===== config.mk =====
export PLATFORM = sky130hd
export DESIGN_NAME = mc_core
export DESIGN_NICKNAME = d
export VERILOG_FILES = /design/src/rtl/mc_core.sv
export SDC_FILE = /design/constraint.sdc
export NUM_CORES = 1
export LEC_CHECK = 0
export BUFFER_PORTS_ARGS = -buffer_cell sky130_fd_sc_hd__buf_4
export CAP_MARGIN = 20
export CORE_MARGIN = 2
export CORE_UTILIZATION = 55
export CTS_CLUSTER_SIZE = 30
export DETAILED_ROUTE_END_ITERATION = 8
export GPL_TIMING_DRIVEN = 0
export HOLD_SLACK_MARGIN = 0.15
export PLACE_DENSITY = 0.73
export SLEW_MARGIN = 5
export SYNTH_ARGS = -nofsm -noshare
export SYNTH_HDL_FRONTEND = slang
export SYNTH_SLANG_ARGS = --single-unit

===== constraint.sdc =====
create_clock -name clk -period 3.4 [get_ports clk]
set_input_delay 0.34 -clock clk [delete_from_list [all_inputs] [get_ports clk]]
set_output_delay 0.34 -clock clk [all_outputs]
set_load 0.01 [all_outputs]

===== src/rtl/mc_core.sv =====
// mc_core: multi-cycle core for the 9-bit ISA with req/ack instruction and data ports.
// Define CYCLE_COUNT_EN to add a saturating count of busy cycles on cycle_count.
module mc_core #(
    parameter int W       = 8,
    parameter int D       = 10,
    parameter int HALT_PC = 381
) (
    input  logic         clk,
    input  logic         reset,
    input  logic         start,
    output logic         imem_req,
    output logic [D-1:0] imem_addr,
    input  logic         imem_ack,
    input  logic [8:0]   imem_data,
    output logic         dmem_req,
    output logic         dmem_we,
    output logic [W-1:0] dmem_addr,
    output logic [W-1:0] dmem_wdata,
    input  logic         dmem_ack,
    input  logic [W-1:0] dmem_rdata,
    output logic         busy,
    output logic         done
`ifdef CYCLE_COUNT_EN
    ,
    output logic [31:0]  cycle_count
`endif
);

    typedef enum logic [2:0] {S_IDLE, S_FETCH, S_EXEC, S_MEM, S_HALT} state_t;
    typedef enum logic [2:0] {
        OP_ADD = 3'd0, OP_SUB, OP_AND, OP_XOR, OP_LSI, OP_BNZ, OP_LD, OP_ST
    } op_t;

    localparam logic [D-1:0] HALT_ADDR = D'(HALT_PC);

    state_t       state, state_n;
    logic [D-1:0] pc;
    logic [8:0]   ir;
    logic [W-1:0] regs [8];

    op_t          op;
    logic [2:0]   rd, rs;
    logic [W-1:0] alu_res;
    logic [D-1:0] pc_inc, pc_br;
    logic         at_halt;

    assign op        = op_t'(ir[8:6]);
    assign rd        = ir[5:3];
    assign rs        = ir[2:0];
    assign imem_addr = pc;
    assign at_halt   = (pc == HALT_ADDR);
    assign pc_inc    = pc + D'(1);
    // imm3 is sign-extended to the PC width; the sum wraps mod 2^D.
    assign pc_br     = (regs[rd] != '0) ? pc_inc + D'($signed(ir[2:0])) : pc_inc;

    always_comb begin
        alu_res = regs[rd];
        case (op)
            OP_ADD:  alu_res = regs[rd] + regs[rs];
            OP_SUB:  alu_res = regs[rd] - regs[rs];
            OP_AND:  alu_res = regs[rd] & regs[rs];
            OP_XOR:  alu_res = regs[rd] ^ regs[rs];
            OP_LSI:  alu_res = {regs[rd][W-4:0], ir[2:0]};
            default: alu_res = regs[rd];
        endcase
    end

    always_ff @(posedge clk or posedge reset) begin
        if (reset) state <= S_IDLE;
        else       state <= state_n;
    end

    // NOTE: every output and next-state gets a default before the case so no path infers a latch.
    always_comb begin
        state_n  = state;
        imem_req = 1'b0;
        dmem_req = 1'b0;
        dmem_we  = 1'b0;
        busy     = 1'b0;
        done     = 1'b0;
        case (state)
            S_IDLE: begin
                if (start) state_n = S_FETCH;
            end
            S_FETCH: begin
                busy = 1'b1;
                if (at_halt) begin
                    state_n = S_HALT;
                end else begin
                    imem_req = 1'b1;
                    if (imem_ack) state_n = S_EXEC;
                end
            end
            S_EXEC: begin
                busy    = 1'b1;
                state_n = (op == OP_LD || op == OP_ST) ? S_MEM : S_FETCH;
            end
            S_MEM: begin
                busy     = 1'b1;
                dmem_req = 1'b1;
                dmem_we  = (op == OP_ST);
                if (dmem_ack) state_n = S_FETCH;
            end
            S_HALT: begin
                done = 1'b1;
                if (start) state_n = S_FETCH;
            end
            default: state_n = S_IDLE;
        endcase
    end

    // NOTE: the register file is cleared by reset like any other state, so it lives in flops.
    always_ff @(posedge clk or posedge reset) begin
        if (reset) begin
            pc         <= '0;
            ir         <= '0;
            dmem_addr  <= '0;
            dmem_wdata <= '0;
            for (int i = 0; i < 8; i++) regs[i] <= '0;
        end else begin
            // NOTE: sequential state uses non-blocking assignments so every read sees pre-edge values.
            case (state)
                S_IDLE, S_HALT: begin
                    if (start) pc <= '0;
                end
                S_FETCH: begin
                    if (!at_halt && imem_ack) ir <= imem_data;
                end
                S_EXEC: begin
                    case (op)
                        OP_BNZ: pc <= pc_br;
                        OP_LD, OP_ST: begin
                            dmem_addr  <= regs[rs];
                            dmem_wdata <= regs[rd];
                        end
                        default: begin
                            regs[rd] <= alu_res;
                            pc       <= pc_inc;
                        end
                    endcase
                end
                S_MEM: begin
                    if (dmem_ack) begin
                        if (op == OP_LD) regs[rd] <= dmem_rdata;
                        pc <= pc_inc;
                    end
                end
                default: ;
            endcase
        end
    end

`ifdef CYCLE_COUNT_EN
    always_ff @(posedge clk or posedge reset) begin
        if (reset) begin
            cycle_count <= '0;
        end else if (start && (state == S_IDLE || state == S_HALT)) begin
            cycle_count <= '0;
        end else if (busy && cycle_count != '1) begin
            cycle_count <= cycle_count + 32'd1;
        end
    end
`endif

endmodule


==> results of run 1 <==
cell usage after synthesis, drive strengths merged (10+ instances only):
master / number
dfrtp: 102
mux2: 81
nand2: 44
nor2: 41
a21oi: 37
inv: 33
ha: 27
o21ai: 26
mux4: 22
xnor2: 19
mux2i: 18
clkbuf: 17
nor3: 15
buf: 14
nand3: 14
a31oi: 11
nand2b: 10
worst max-delay path: stages, from the launching register on:
cell and delay [ps]:
dfrtp_1 460, clkbuf_1 550, nor2_4 140, and2_2 330, nor2_1 270, xnor2_2 110, ha_1 330, nor2b_4 170
o21ai_2 90, a21oi_2 190, o21ai_2 70, and4_1 220, o311ai_2 250, nand2_2 190, mux2_2 310
cell type report:
| type | instances | share of cell area |
|---|---|---|
| buffer | 29 | 0.0226 |
| clock buffer | 10 | 0.0272 |
| clock inverter | 6 | 0.00461 |
| inverter | 33 | 0.0156 |
| multi-input combinational | 464 | 0.518 |
| sequential | 102 | 0.304 |
| tap | 147 | 0.0219 |
| timing repair buffer | 91 | 0.0870 |
per-stage QoR:
stage / instances / setup slack, ps / TNS [ps] / hold slack, ps / util
after global routing: 882 / -473 / -17370 / 209 / 0.707
after global placement: 829 / -1110 / -108710 / 476 / 0.612
after CTS: 865 / -285 / -7930 / 208 / 0.674
final: 882 / -419 / -13740 / 210 / 0.707
after detailed placement: 830 / -815 / -35400 / 390 / 0.614
after floorplan: 630 / 5.88 / 0 / 458 / -
state kept, by name, indices dropped and copies added (netlist names):
register,flops
dmem_wdata,8
regs,64
imem_addr,10
state,3
dmem_addr,8
ir,9
cell usage in the layout, fill, tap and decap left out, types with 4 or more instances in the layout:
master / n
buf_6: 11
xnor2_1: 16
mux2_2: 56
mux2i_1: 14
nor2_4: 5
o21ai_0: 22
o211ai_1: 5
inv_1: 25
xor2_1: 6
and3_1: 4
a21oi_1: 26
and2_1: 5
nand2b_1: 9
a31oi_1: 9
inv_2: 5
a211oi_1: 4
mux2_4: 23
nand3_1: 14
nand2_1: 41
o22ai_1: 5
nor3_1: 13
dfrtp_1: 100
clkbuf_16: 9
nor2_1: 36
clkbuf_1: 14
buf_4: 86
a21oi_2: 5
ha_1: 23
a21oi_4: 6
mux2i_4: 4
mux4_2: 22
a221o_1: 5
how the worst max path moves through the flow:
stage / startpoint / endpoint / slack, ps / cells past startpoint
floorplan: ir[2] / regs[38] / 6 / 16
global placement: reset / ir[2] / -1110 / 2
detailed placement: ir[2] / regs[53] / -820 / 17
CTS: ir[0] / regs[53] / -280 / 15
global route: ir[8] / regs[54] / -470 / 14
finish: ir[8] / regs[54] / -420 / 14
timing repair:
item | in CTS | in global routing
hold endpoints to repair | 34 | 0
setup buffers | 20 | 16
hold buffers | 1 | 0
gates resized for setup | 65 | 56
setup endpoints to repair | 56 | 57
pin swaps | 24 | 23
kinds of logic (layout without fill, tap and decap cells):
family	after synthesis	count (layout)	synth area share
AOI/OAI and AO/OA	126	126	0.123
muxes	121	121	0.241
DFF	102	102	0.382
and+or+nand+nor	162	162	0.122
xor gates and xnor gates	26	26	0.0341
buffers and inverters	64	169	0.0418
adders and majority gates	29	29	0.0566
per-layer routing:
layer	part of all wire	track usage	vias to the layer above
li1	-	-	2517
met2	0.49	0.502	252
met4	0.036	0.152	0
met3	0.056	0.0466	56
met5	0	0	-
met1	0.42	0.389	2849
==> results.py, run 1 <==
metrics = {
    "drt": {
        "vias_per_cell": 6.43,
        "first_pass_iters": 5,
        "vias": 5674,
        "drt-total-wl_um": 20000,
        "ant_nets": 0,
        "drc_errors": 0,
        "drtIter0Drc": 590,
        "wl_per_cell_um": 22.6,
    },
    "setup_path": {
        "timing.rr.start": "ir[8]",
        "required_ps": 3650,
        "r2r_end": "regs[54]",
        "start_kind": "flop",
        "worstPathMaxFanout": 10,
        "path_class": "reg -> reg",
        "reg2reg_depth": 14,
        "reg2reg_setup_slack_ps": -420,
        "end_kind": "flop",
        "arrival_ps": 4060,
    },
    "clock_network": {
        "cts-buffers-inserted": 9,
        "root_buffer": "clkbuf_16",
        "path_clk_slew_ps": 70,
        "numClockSinks": 102,
        "clk_path_buf_depth": 2,
        "htreeDepth": 3,
        "clk_latency_ps": 360,
        "cts_tree": "built",
    },
    "layout": {
        "fillers": 865,
        "regArea_sq_um": 2550,
        "nNetsFinal": 781,
        "diodes": 0,
        "drive_gt1_frac": 0.400,
        "final_area_sq_um": 8420,
        "multiInputGateArea_sq_um": 4360,
        "synthToLayoutAreaGrowth_pct": 26.0,
    },
    "floorplanning": {
        "start_util": 0.561,
        "rows": 40,
        "core_area_sq_um": 11900,
        "die_w_um": 114,
        "chipHeight_um": 114,
        "dieArea_sq_um": 13000,
        "ios": 53,
    },
    "yosys": {
        "postSynthAreaPerCell_sq_um": 10.6,
        "synth_area_leader_cell": "dfrtp_1",
        "ys_seq_elements": 102,
        "syn-cell-area_sq_um": 6680,
        "synth_edf_count": 0,
        "synth_top_area_share": 0.382,
        "synth_fp_nets": 681,
        "ys.warnings.count": 0,
        "ys_seq_area_frac": 0.382,
        "synth_area_leaders": "dfrtp_1 38%, mux2_2 13%, mux4_2 7.4%, ha_1 5.1%, a21oi_1 2.7%",
        "synthFlopType": "dfrtp_1",
        "synthCells": 630,
        "async_flop_share": 1.00,
        "synthDistinctLibCells": 70,
    },
    "min_path": {
        "min_from": "imem_data[3]",
        "whs_path_depth": 2,
        "hold_path.class": "in -> reg",
        "min_to": "ir[3]",
    },
    "sta": {
        "fin_skew_ps": 13.8,
        "fmax_mhz": 262,
        "setup_viol": 48,
        "timing.final.crit_share": 1.12,
        "rsz0062_at_grt": "yes",
        "hold_viol": 0,
        "worstMarginPinSlew_ps": 1130,
        "maxSlewHeadroom": 0.246,
        "fin_ws_ps": -419,
        "slew_violations": 0,
        "layout_min_cycle_time_ps": 3820,
    },
    "global_routing": {
        "antenna_found_initial": 0,
        "grt_usage": 0.303,
        "grt_pass1_vias": 5554,
        "grt_max_degree": 69,
        "grt_pass1_wl_um": 30000,
        "grt-ovfl-total": 0,
    },
    "status": {
        "outcome": "finished, violations left",
        "violations": "negative setup slack",
    },
    "placement": {
        "dpl-instance-area_sq_um": 7310,
        "dpl.hpwl_um": 12800,
        "port_buffers": 52,
        "place_congestion": 0.907,
    },
    "job": {
        "drv_cap": 0,
    },
}
Power of run 1 is not shown: default switching activity piles up to over one toggle a cycle in this logic, so the estimate is an artifact.
==> run 2: changes to the inputs <==
Settings changed: ABC_AREA from default to 1.
==> results.py, run 2 <==
metrics = {
    "status": {
        "outcome": "finished, violations left",
        "violations": "negative setup slack",
    },
    "yosys": {
        "yosysMostFrequentCell": "nand2_1",
        "ys_seq_area_frac": 0.352,
        "async_flop_share": 1.00,
        "synth_fp_nets": 1142,
        "synth_mux_area_frac": 0,
        "synth_top_area_share": 0.352,
        "synth_compound_area_frac": 0.145,
        "synth_area_leader_cell": "dfrtp_1",
        "synth_edf_count": 0,
        "synth_commonest_cells": "395 x nand2_1, 119 x inv_1, 102 x dfrtp_1",
        "syn-cell-area_sq_um": 7260,
        "synthDistinctLibCells": 44,
        "synthCells": 1091,
        "synth_top_family_by_area": "simple AND/OR/NAND/NOR gates",
        "ys_seq_elements": 102,
        "synth_fa_ha_area_frac": 0.0521,
        "synthFlopType": "dfrtp_1",
        "postSynthAreaPerCell_sq_um": 6.65,
        "synth_xor_area_frac": 0.0205,
        "ys.warnings.count": 0,
        "synth_area_leaders": "dfrtp_1 35%, nand2_1 20%, o21ai_0 6.3%, inv_1 6.2%, nand3_1 5.3%",
        "synth-simple-area-share": 0.320,
    },
    "setup_path": {
        "critPathBufInv": 6,
        "critPathLaunch": "ir[0]",
        "worstPathMaxFanout": 8,
        "reg2reg_setup_slack_ps": -30,
        "arrival_ps": 3680,
        "reg2reg_depth": 24,
        "crit_top_cell": "nand2_1",
        "timing.rr.start": "ir[0]",
        "start_kind": "flop",
        "path_cells": "buf_6 > clkinv_8 > buf_8 > a21oi_2 > o21ai_1 > nand2_1 > nand2_2 > nand2_4 > inv_2 > ha_4 > inv_2 > nand2_1 > xnor2_1 > ha_1 > a21oi_2 > nand2_2 > nand2_2 > nand2_1 > a21oi_2 > xor2_1 > o211ai_1 > buf_4 > nand3_1 > nand2_1",
        "slowest_delay_ps": 400,
        "critPathTopFamily": "buffers and inverters",
        "end_kind": "flop",
        "required_ps": 3650,
        "crit_cells": 24,
        "path_class": "reg -> reg",
        "crit_path_top_delay_cell": "ha_1",
        "r2r_end": "regs[53]",
    },
    "floorplanning": {
        "dieArea_sq_um": 14100,
        "ios": 53,
        "start_util": 0.568,
        "rows": 41,
        "die_w_um": 119,
        "chipHeight_um": 119,
        "core_area_sq_um": 12800,
    },
    "layout": {
        "final_common_cell": "nand2_1",
        "final_cell_mix": "384 x nand2_1, 114 x inv_1, 100 x dfrtp_1",
        "max_flop_register": "regs",
        "largest_reg_flops": 64,
        "fin_cells": 1356,
        "nNetsFinal": 1230,
        "synthToLayoutAreaGrowth_pct": 19.0,
        "diodes": 0,
        "drive_gt1_frac": 0.164,
    },
    "sta": {
        "worstMarginPinSlew_ps": 726,
        "timing.final.crit_share": 1.01,
        "fmax_mhz": 292,
        "hold_viol": 0,
        "layout_min_cycle_time_ps": 3430,
        "setup_viol": 6,
        "fin_skew_ps": 10.2,
        "fin_ws_ps": -25.0,
        "slew_violations": 0,
        "maxSlewHeadroom": 0.516,
        "rsz0062_at_grt": "yes",
    },
    "clock_network": {
        "root_buffer": "clkbuf_16",
        "htreeDepth": 3,
        "cts_tree": "built",
        "cts-buffers-inserted": 9,
        "path_clk_slew_ps": 70,
        "clk_path_buf_depth": 2,
        "numClockSinks": 102,
        "clk_latency_ps": 360,
    },
    "job": {
        "drv_cap": 0,
    },
    "global_routing": {
        "grt_pass1_wl_um": 35100,
        "grt_pass1_vias": 6873,
        "antenna_found_initial": 0,
        "grt_usage": 0.313,
        "grt-ovfl-total": 0,
        "grt_max_degree": 65,
    },
    "placement": {
        "place_congestion": 0.923,
        "dp_cells": 1316,
        "port_buffers": 52,
        "dpl.hpwl_um": 15900,
    },
    "drt": {
        "first_pass_iters": 7,
        "vias_per_cell": 5.55,
        "wl_per_cell_um": 16.4,
        "wl_met1_um": 9810,
        "maxUsedRoutingLayer": "met4",
        "ant_nets": 0,
        "route.met2.wl_um": 9970,
        "vias": 7520,
        "drtIter0Drc": 708,
        "drt-total-wl_um": 22200,
        "wl_met3_um": 1930,
        "drc_errors": 0,
    },
    "min_path": {
        "min_from": "dmem_ack",
        "hold_path.class": "in -> reg",
        "min_to": "state[1]",
        "whs_path_depth": 2,
    },
}
run 2: layout make-up:
type | count | area [sq um]
inverter | 139 | 541
clock buffer | 13 | 260
buffer | 45 | 330
clock inverter | 3 | 42.5
tap | 172 | 215
fill | 1180 | 4130
timing repair buffer | 77 | 652
sequential | 102 | 2550
multi-input combinational | 805 | 4050
run 2: routing by layer:
metal / track usage / up-vias
met2: 0.486 / 342
met1: 0.443 / 3459
met3: 0.0608 / 58
met4: 0.0990 / 0
met5: 0 / -
li1: - / 3661
run 2: what timing repair did:
item / in CTS / in global routing
endpoints found under the hold margin: 38 / 0
resized for setup: 21 / 46
pin swaps: 5 / 15
buffers inserted: 2 / 19
setup endpoints to repair: 56 / 56
cloned: 0 / 2
hold buffers: 1 / 0
run 2: worst max path at each step:
stage | endpoint
after floorplan | regs[14]
after global placement | imem_addr[5]
after detailed placement | regs[29]
after CTS | regs[29]
after global routing | regs[37]
final | regs[53]
run 2: through the flow:
step	worst slack, ps	setup TNS (ps)	cell area [sq um]	utilization	hold WS (ps)
floorplan	257	0	7260	-	449
global placement	-933	-122120	7870	0.616	465
detailed placement	-718	-30240	7900	0.618	411
CTS	-0.0995	-0.0995	8300	0.650	178
global route	-131	-2580	8640	0.677	196
finish	-25.0	-92.7	8640	0.677	180
run 2: worst reg2reg max path: cells and delay by family (launching register included):
| kind | cells | cell delay [ps] |
|---|---|---|
| AOI/OAI and AO/OA | 5 | 650 |
| xor gates and xnor gates | 2 | 340 |
| adders and majority gates | 2 | 550 |
| buffers and inverters | 6 | 740 |
| DFF | 1 | 360 |
| and+or+nand+nor | 9 | 720 |
run 2: kinds of logic after synthesis:
logic type | count (synthesis)
AOI/OAI and AO/OA | 193
xor gates and xnor gates | 17
DFF | 102
buffers and inverters | 184
and+or+nand+nor | 566
adders and majority gates | 29
Power of run 2 is left out for the same reason.
